## src/rtl/aibnd_red_shift_ctrl.sv

```systemverilog
// Redundancy shift controller for a row of AIB IO buffer cells: holds the row in reset,
// loads thermometer-coded shift_en, then releases analog and digital reset. Option: AIBND_RED_SHIFT_STAGGER_EN.
module aibnd_red_shift_ctrl #(
    parameter int NUM_IO     = 24,
    parameter int IDX_W      = 7,
    parameter int SETTLE_CYC = 8
) (
    input  logic              clk,
    input  logic              rstb,
    input  logic              cfg_req,
    input  logic              red_en,
    input  logic [IDX_W-1:0]  red_idx,
    output logic              cfg_ack,
    output logic              cfg_err,
    output logic              busy,
    output logic [NUM_IO-1:0] shift_en,
    output logic              anlg_rstb_out,
    output logic              dig_rstb_out
);
    localparam int                CNT_W    = $clog2(SETTLE_CYC + 1);
    localparam logic [CNT_W-1:0]  CNT_LAST = CNT_W'(SETTLE_CYC - 1);
    localparam logic [IDX_W:0]    NUM_IO_X = (IDX_W + 1)'(NUM_IO);

    typedef enum logic [2:0] {
        S_IDLE, S_PRE_RST, S_SHIFT, S_POST, S_ANLG_REL, S_DONE
    } state_t;

    state_t              state_q, state_d;
    logic [CNT_W-1:0]    cnt_q, cnt_d;
    logic                red_en_q, red_en_d;
    logic [IDX_W-1:0]    red_idx_q, red_idx_d;
    logic                cfg_ack_q, cfg_ack_d;
    logic                cfg_err_q, cfg_err_d;
    logic                busy_q, busy_d;
    logic [NUM_IO-1:0]   shift_en_q, shift_en_d;
    logic                anlg_q, anlg_d;
    logic                dig_q, dig_d;
    logic [NUM_IO-1:0]   thermo;
    logic                cnt_last;
`ifdef AIBND_RED_SHIFT_STAGGER_EN
    logic [NUM_IO-1:0]   load_mask_q, load_mask_d;
`endif

    // Target pattern: every cell at or above the failed pad shifts up by one.
    for (genvar gi = 0; gi < NUM_IO; gi++) begin : g_thermo
        assign thermo[gi] = red_en_q & ({1'b0, red_idx_q} <= (IDX_W + 1)'(gi));
    end

    assign cnt_last = (cnt_q == CNT_LAST);

    always_comb begin
        state_d    = state_q;
        cnt_d      = cnt_q;
        red_en_d   = red_en_q;
        red_idx_d  = red_idx_q;
        cfg_ack_d  = 1'b0;
        cfg_err_d  = cfg_err_q;
        shift_en_d = shift_en_q;
        anlg_d     = anlg_q;
        dig_d      = dig_q;
`ifdef AIBND_RED_SHIFT_STAGGER_EN
        load_mask_d = load_mask_q;
`endif
        case (state_q)
            S_IDLE: begin
                if (cfg_req) begin
                    red_en_d  = red_en;
                    red_idx_d = red_idx;
                    cfg_err_d = 1'b0;
                    if (red_en && ({1'b0, red_idx} >= NUM_IO_X)) begin
                        state_d   = S_DONE;
                        cfg_err_d = 1'b1;
                        cfg_ack_d = 1'b1;
                    end else begin
                        state_d = S_PRE_RST;
                        cnt_d   = '0;
                        anlg_d  = 1'b0;
                        dig_d   = 1'b0;
                    end
                end
            end
            S_PRE_RST: begin
                cnt_d = cnt_last ? '0 : cnt_q + CNT_W'(1);
                if (cnt_last) begin
                    state_d = S_SHIFT;
`ifdef AIBND_RED_SHIFT_STAGGER_EN
                    load_mask_d = {1'b1, {(NUM_IO-1){1'b0}}};
`endif
                end
            end
            S_SHIFT: begin
`ifdef AIBND_RED_SHIFT_STAGGER_EN
                // One cell per cycle, top down, to spread the mux switching current.
                shift_en_d  = (shift_en_q & ~load_mask_q) | (thermo & load_mask_q);
                load_mask_d = load_mask_q >> 1;
                if (load_mask_q[0]) state_d = S_POST;
`else
                shift_en_d = thermo;
                state_d    = S_POST;
`endif
            end
            S_POST: begin
                cnt_d = cnt_last ? '0 : cnt_q + CNT_W'(1);
                if (cnt_last) begin
                    state_d = S_ANLG_REL;
                    anlg_d  = 1'b1;
                end
            end
            S_ANLG_REL: begin
                cnt_d = cnt_last ? '0 : cnt_q + CNT_W'(1);
                if (cnt_last) begin
                    state_d   = S_DONE;
                    dig_d     = 1'b1;
                    cfg_ack_d = 1'b1;
                end
            end
            S_DONE:  state_d = S_IDLE;
            default: state_d = S_IDLE;
        endcase
        busy_d = (state_d != S_IDLE);
    end

    always_ff @(posedge clk or negedge rstb) begin
        if (!rstb) begin
            state_q    <= S_IDLE;
            cnt_q      <= '0;
            red_en_q   <= 1'b0;
            red_idx_q  <= '0;
            cfg_ack_q  <= 1'b0;
            cfg_err_q  <= 1'b0;
            busy_q     <= 1'b0;
            shift_en_q <= '0;
            anlg_q     <= 1'b0;
            dig_q      <= 1'b0;
        end else begin
            state_q    <= state_d;
            cnt_q      <= cnt_d;
            red_en_q   <= red_en_d;
            red_idx_q  <= red_idx_d;
            cfg_ack_q  <= cfg_ack_d;
            cfg_err_q  <= cfg_err_d;
            busy_q     <= busy_d;
            shift_en_q <= shift_en_d;
            anlg_q     <= anlg_d;
            dig_q      <= dig_d;
        end
    end

`ifdef AIBND_RED_SHIFT_STAGGER_EN
    always_ff @(posedge clk or negedge rstb) begin
        if (!rstb) load_mask_q <= '0;
        else       load_mask_q <= load_mask_d;
    end
`endif

    assign cfg_ack       = cfg_ack_q;
    assign cfg_err       = cfg_err_q;
    assign busy          = busy_q;
    assign shift_en      = shift_en_q;
    assign anlg_rstb_out = anlg_q;
    assign dig_rstb_out  = dig_q;
endmodule
```

## config.mk

```make
export PLATFORM = sky130hd
export DESIGN_NAME = aibnd_red_shift_ctrl
export DESIGN_NICKNAME = d
export VERILOG_FILES = /design/src/rtl/aibnd_red_shift_ctrl.sv
export SDC_FILE = /design/constraint.sdc
export NUM_CORES = 1
export LEC_CHECK = 0
export BUFFER_PORTS_ARGS = -buffer_cell sky130_fd_sc_hd__buf_4
export CAP_MARGIN = 0
export CORE_UTILIZATION = 54
export DETAILED_ROUTE_END_ITERATION = 16
export PLACE_DENSITY = 0.79
export SYNTH_ARGS = -nofsm -noshare
export SYNTH_HDL_FRONTEND = slang
export SYNTH_SLANG_ARGS = --single-unit
export TNS_END_PERCENT = 20
```

## constraint.sdc

```tcl
create_clock -name clk -period 2.35 [get_ports clk]
set_clock_uncertainty 0.05 [all_clocks]
set_input_delay 0.235 -clock clk [delete_from_list [all_inputs] [get_ports clk]]
set_output_delay 0.235 -clock clk [all_outputs]
set_load 0.01 [all_outputs]
```

==> flow_metrics.env <==
export IMPL_die_h_um=62.79
export IMPL_highest_layer="met4"
export IMPL_final_hold_viol_count=0
export IMPL_grt_pass1_wl_mm=7.065
export IMPL_globalRoute_totalOverflow=0
export IMPL_syn_inst=183
export IMPL_tns_ns=0
export IMPL_rsz0062_at_grt="false"
export IMPL_cts_hold_buf=1
export IMPL_yosysUniqueCellTypes=41
export IMPL_path_class="reg2reg"
export IMPL_final_setup_viol_count=0
export IMPL_dr_pass1_iters=4
export IMPL_grt_pass1_vias=1479
export IMPL_final_area_um2=2447
export IMPL_core_um2=3442
export IMPL_synth_seq_cells=44
export IMPL_cts_buffers=5
export IMPL_fmax_mhz=520.5
export IMPL_status="finished, final reports clean"
export IMPL_synth_edf_count=0
export IMPL_cp_start_kind="register"
export IMPL_grt_max_degree=45
export IMPL_clk_path_buf_depth=2
export IMPL_period_share_pct=81.76
export IMPL_drt_iter0_drc=145
export IMPL_routed_wl_met3_um=192
export IMPL_cts_root_buf="clkbuf_8"
export IMPL_dr_wl_met2_mm=1.884
export IMPL_required_ns=2.53
export IMPL_antenna_found_initial=0
export IMPL_vdd_ir_drop_max_mv=0.7530
export IMPL_io_buffers=39
export IMPL_worstHoldPathType="in2reg"
export IMPL_power_density_nw_per_um2=1268
export IMPL_slew_viol_final=0
export IMPL_yosysWarningCount=0
export IMPL_io_pins=40
export IMPL_path_clk_slew_ns=0.08
export IMPL_dpl_instance_area_um2=2311
export IMPL_synthFlopType="dfrtp_1"
export IMPL_rows=21
export IMPL_layout_drive_gt1_share_pct=28.25
export IMPL_instances_no_fill=269
export IMPL_fp_dieW_um=62.79
export IMPL_power_leakage_uw=0.001217
export IMPL_totalWireLength_mm=3.954
export IMPL_nNetsFinal=234
export IMPL_ctsResizeCount=0
export IMPL_initial_core_util_pct=57.98
export IMPL_hpwl_mm=2.936
export IMPL_critPathMaxFanout=13
export IMPL_arrival_ns=2.10
export IMPL_cts_tree="yes"
export IMPL_via_per_inst=5.599
export IMPL_total_power_uw=3104
export IMPL_fill_cells=257
export IMPL_n_antenna_cell=0
export IMPL_syn_area_um2=1996
export IMPL_clock_latency_ns=0.29
export IMPL_cap_violations=0
export IMPL_syn_num_nets=195
export IMPL_gp_congestion=0.7899
export IMPL_finalCriticalPeriod_ns=1.921
export IMPL_syn_to_final_growth_pct=22.63
export IMPL_track_usage_pct=23.27
export IMPL_wl_per_cell_um=14.70
export IMPL_drc=0
export IMPL_ys_seq_area_share_pct=55.17
export IMPL_h_tree_depth=2
export IMPL_wl_met1_mm=1.855
export IMPL_tightest_slew_ns=0.5462
export IMPL_placedCellCount=260
export IMPL_die_area_um2=3943
export IMPL_fin_util_pct=71.10
export IMPL_slew_headroom_pct=63.58
export IMPL_postSynth_asyncResetShare_pct=100.0
export IMPL_cts_sinks=44
export IMPL_antenna_left=0
export IMPL_endpoint_kind="register"
export IMPL_avgSynthCellArea_um2=10.91
export IMPL_vias=1506
export IMPL_postCtsSetupRepairBufs=0
-- per-layer routing --
metal / global-route usage, % / up-vias
li1: - / 728
met1: 32.31 / 725
met2: 36.41 / 49
met3: 6.569 / 4
met4: 5.233 / 0
met5: 0 / -
-- worst paths after layout --
kind / startpoint / to / slack (ns) / depth (start not counted)
worst min register to register: shift_en[12] / shift_en[12] / 0.43 / 2
max in group asynchronous: rstb / cnt_q[0] / 1.48 / 2
worst max register to register: state_q[0] / shift_en[2] / 0.43 / 3
min in group asynchronous: rstb / shift_en[17] / 0.42 / 2
worst min-delay path: red_idx[2] / red_idx_q[2] / 0.11 / 3
worst max-delay path: state_q[0] / shift_en[2] / 0.43 / 3
-- placed cells by master, fill, tap and decap left out, types with 2 or more instances in the layout --
cell type   n
buf_4      43
nand2_1    24
o21ai_0    17
or3_1       2
and2_1      2
nor3_1      4
a21oi_1     8
mux2_4      6
dfrtp_1    44
nor2_1      5
nand3b_1    2
clkbuf_8    7
o31ai_1     4
a21o_1      2
a22o_1     14
or3b_2      2
o211ai_1    2
nand3_1     7
inv_1       7
-- flip-flops by register name (all words and copies together) (netlist names), 3 cells and up --
signal / count
shift_en: 24
red_idx_q: 7
cnt_q: 4
state_q: 3
-- power by group --
group | total [uW] | switching (uW) | internal, uW
Sequential | 1380 | 328 | 1050
Clock | 620 | 245 | 375
Combinational | 1100 | 515 | 585
Total | 3100 | 1090 | 2020
-- cell families after synthesis --
group,synth area share (%)
xor gates and xnor gates,0.4390
adders and majority gates,0.6269
DFF,55.17
muxes,5.580
AOI/OAI and AO/OA,18.06
and+or+nand+nor,15.55
buffers and inverters,4.577
-- final cells by class --
type                       instances  area [um^2]  share of cell area (%)
clock inverter                     1        30.03                   1.227
inverter                           7        26.28                   1.074
timing repair buffer              44        332.8                   13.60
clock buffer                       7        96.34                   3.937
multi-input combinational        120        803.3                   32.82
tap                               46        57.56                   2.352
sequential                        44         1101                   44.99
-- critical path, cell delays in order, from the launching register on --
cell     delay (ns)
dfrtp_1        0.46
or3b_1         0.62
nor4_4         0.49
a32o_1         0.23
-- synthesized netlist by cell type, types with 2 or more instances --
library cell | number | share of area [%]
a22o_1 | 14 | 6.1
o211ai_1 | 2 | 0.75
a21oi_1 | 8 | 2.0
o31ai_1 | 4 | 1.5
and2_1 | 2 | 0.63
clkbuf_1 | 6 | 1.1
dfrtp_1 | 44 | 55
or3b_2 | 2 | 0.88
nand3_1 | 7 | 1.8
buf_6 | 2 | 1.1
mux2_4 | 6 | 4.5
inv_1 | 7 | 1.3
o21ai_0 | 17 | 4.3
nand2_1 | 24 | 4.5
nor2_1 | 5 | 0.94
nand3b_1 | 2 | 0.75
buf_1 | 2 | 0.38
nor3_1 | 4 | 1.0
or3_1 | 2 | 0.63
a21o_1 | 2 | 0.75
-- metrics by stage --
step | setup slack, ns | hold WS (ns)
finish | 0.4287 | 0.1069
global route | 0.2999 | 0.08282
CTS | 0.4230 | 0.09541
detailed placement | 0.4438 | 0.2068
global placement | 0.5244 | 0.1980
floorplan | 0.6107 | -0.1106
Note: power is estimated with default switching activity, not from simulation.
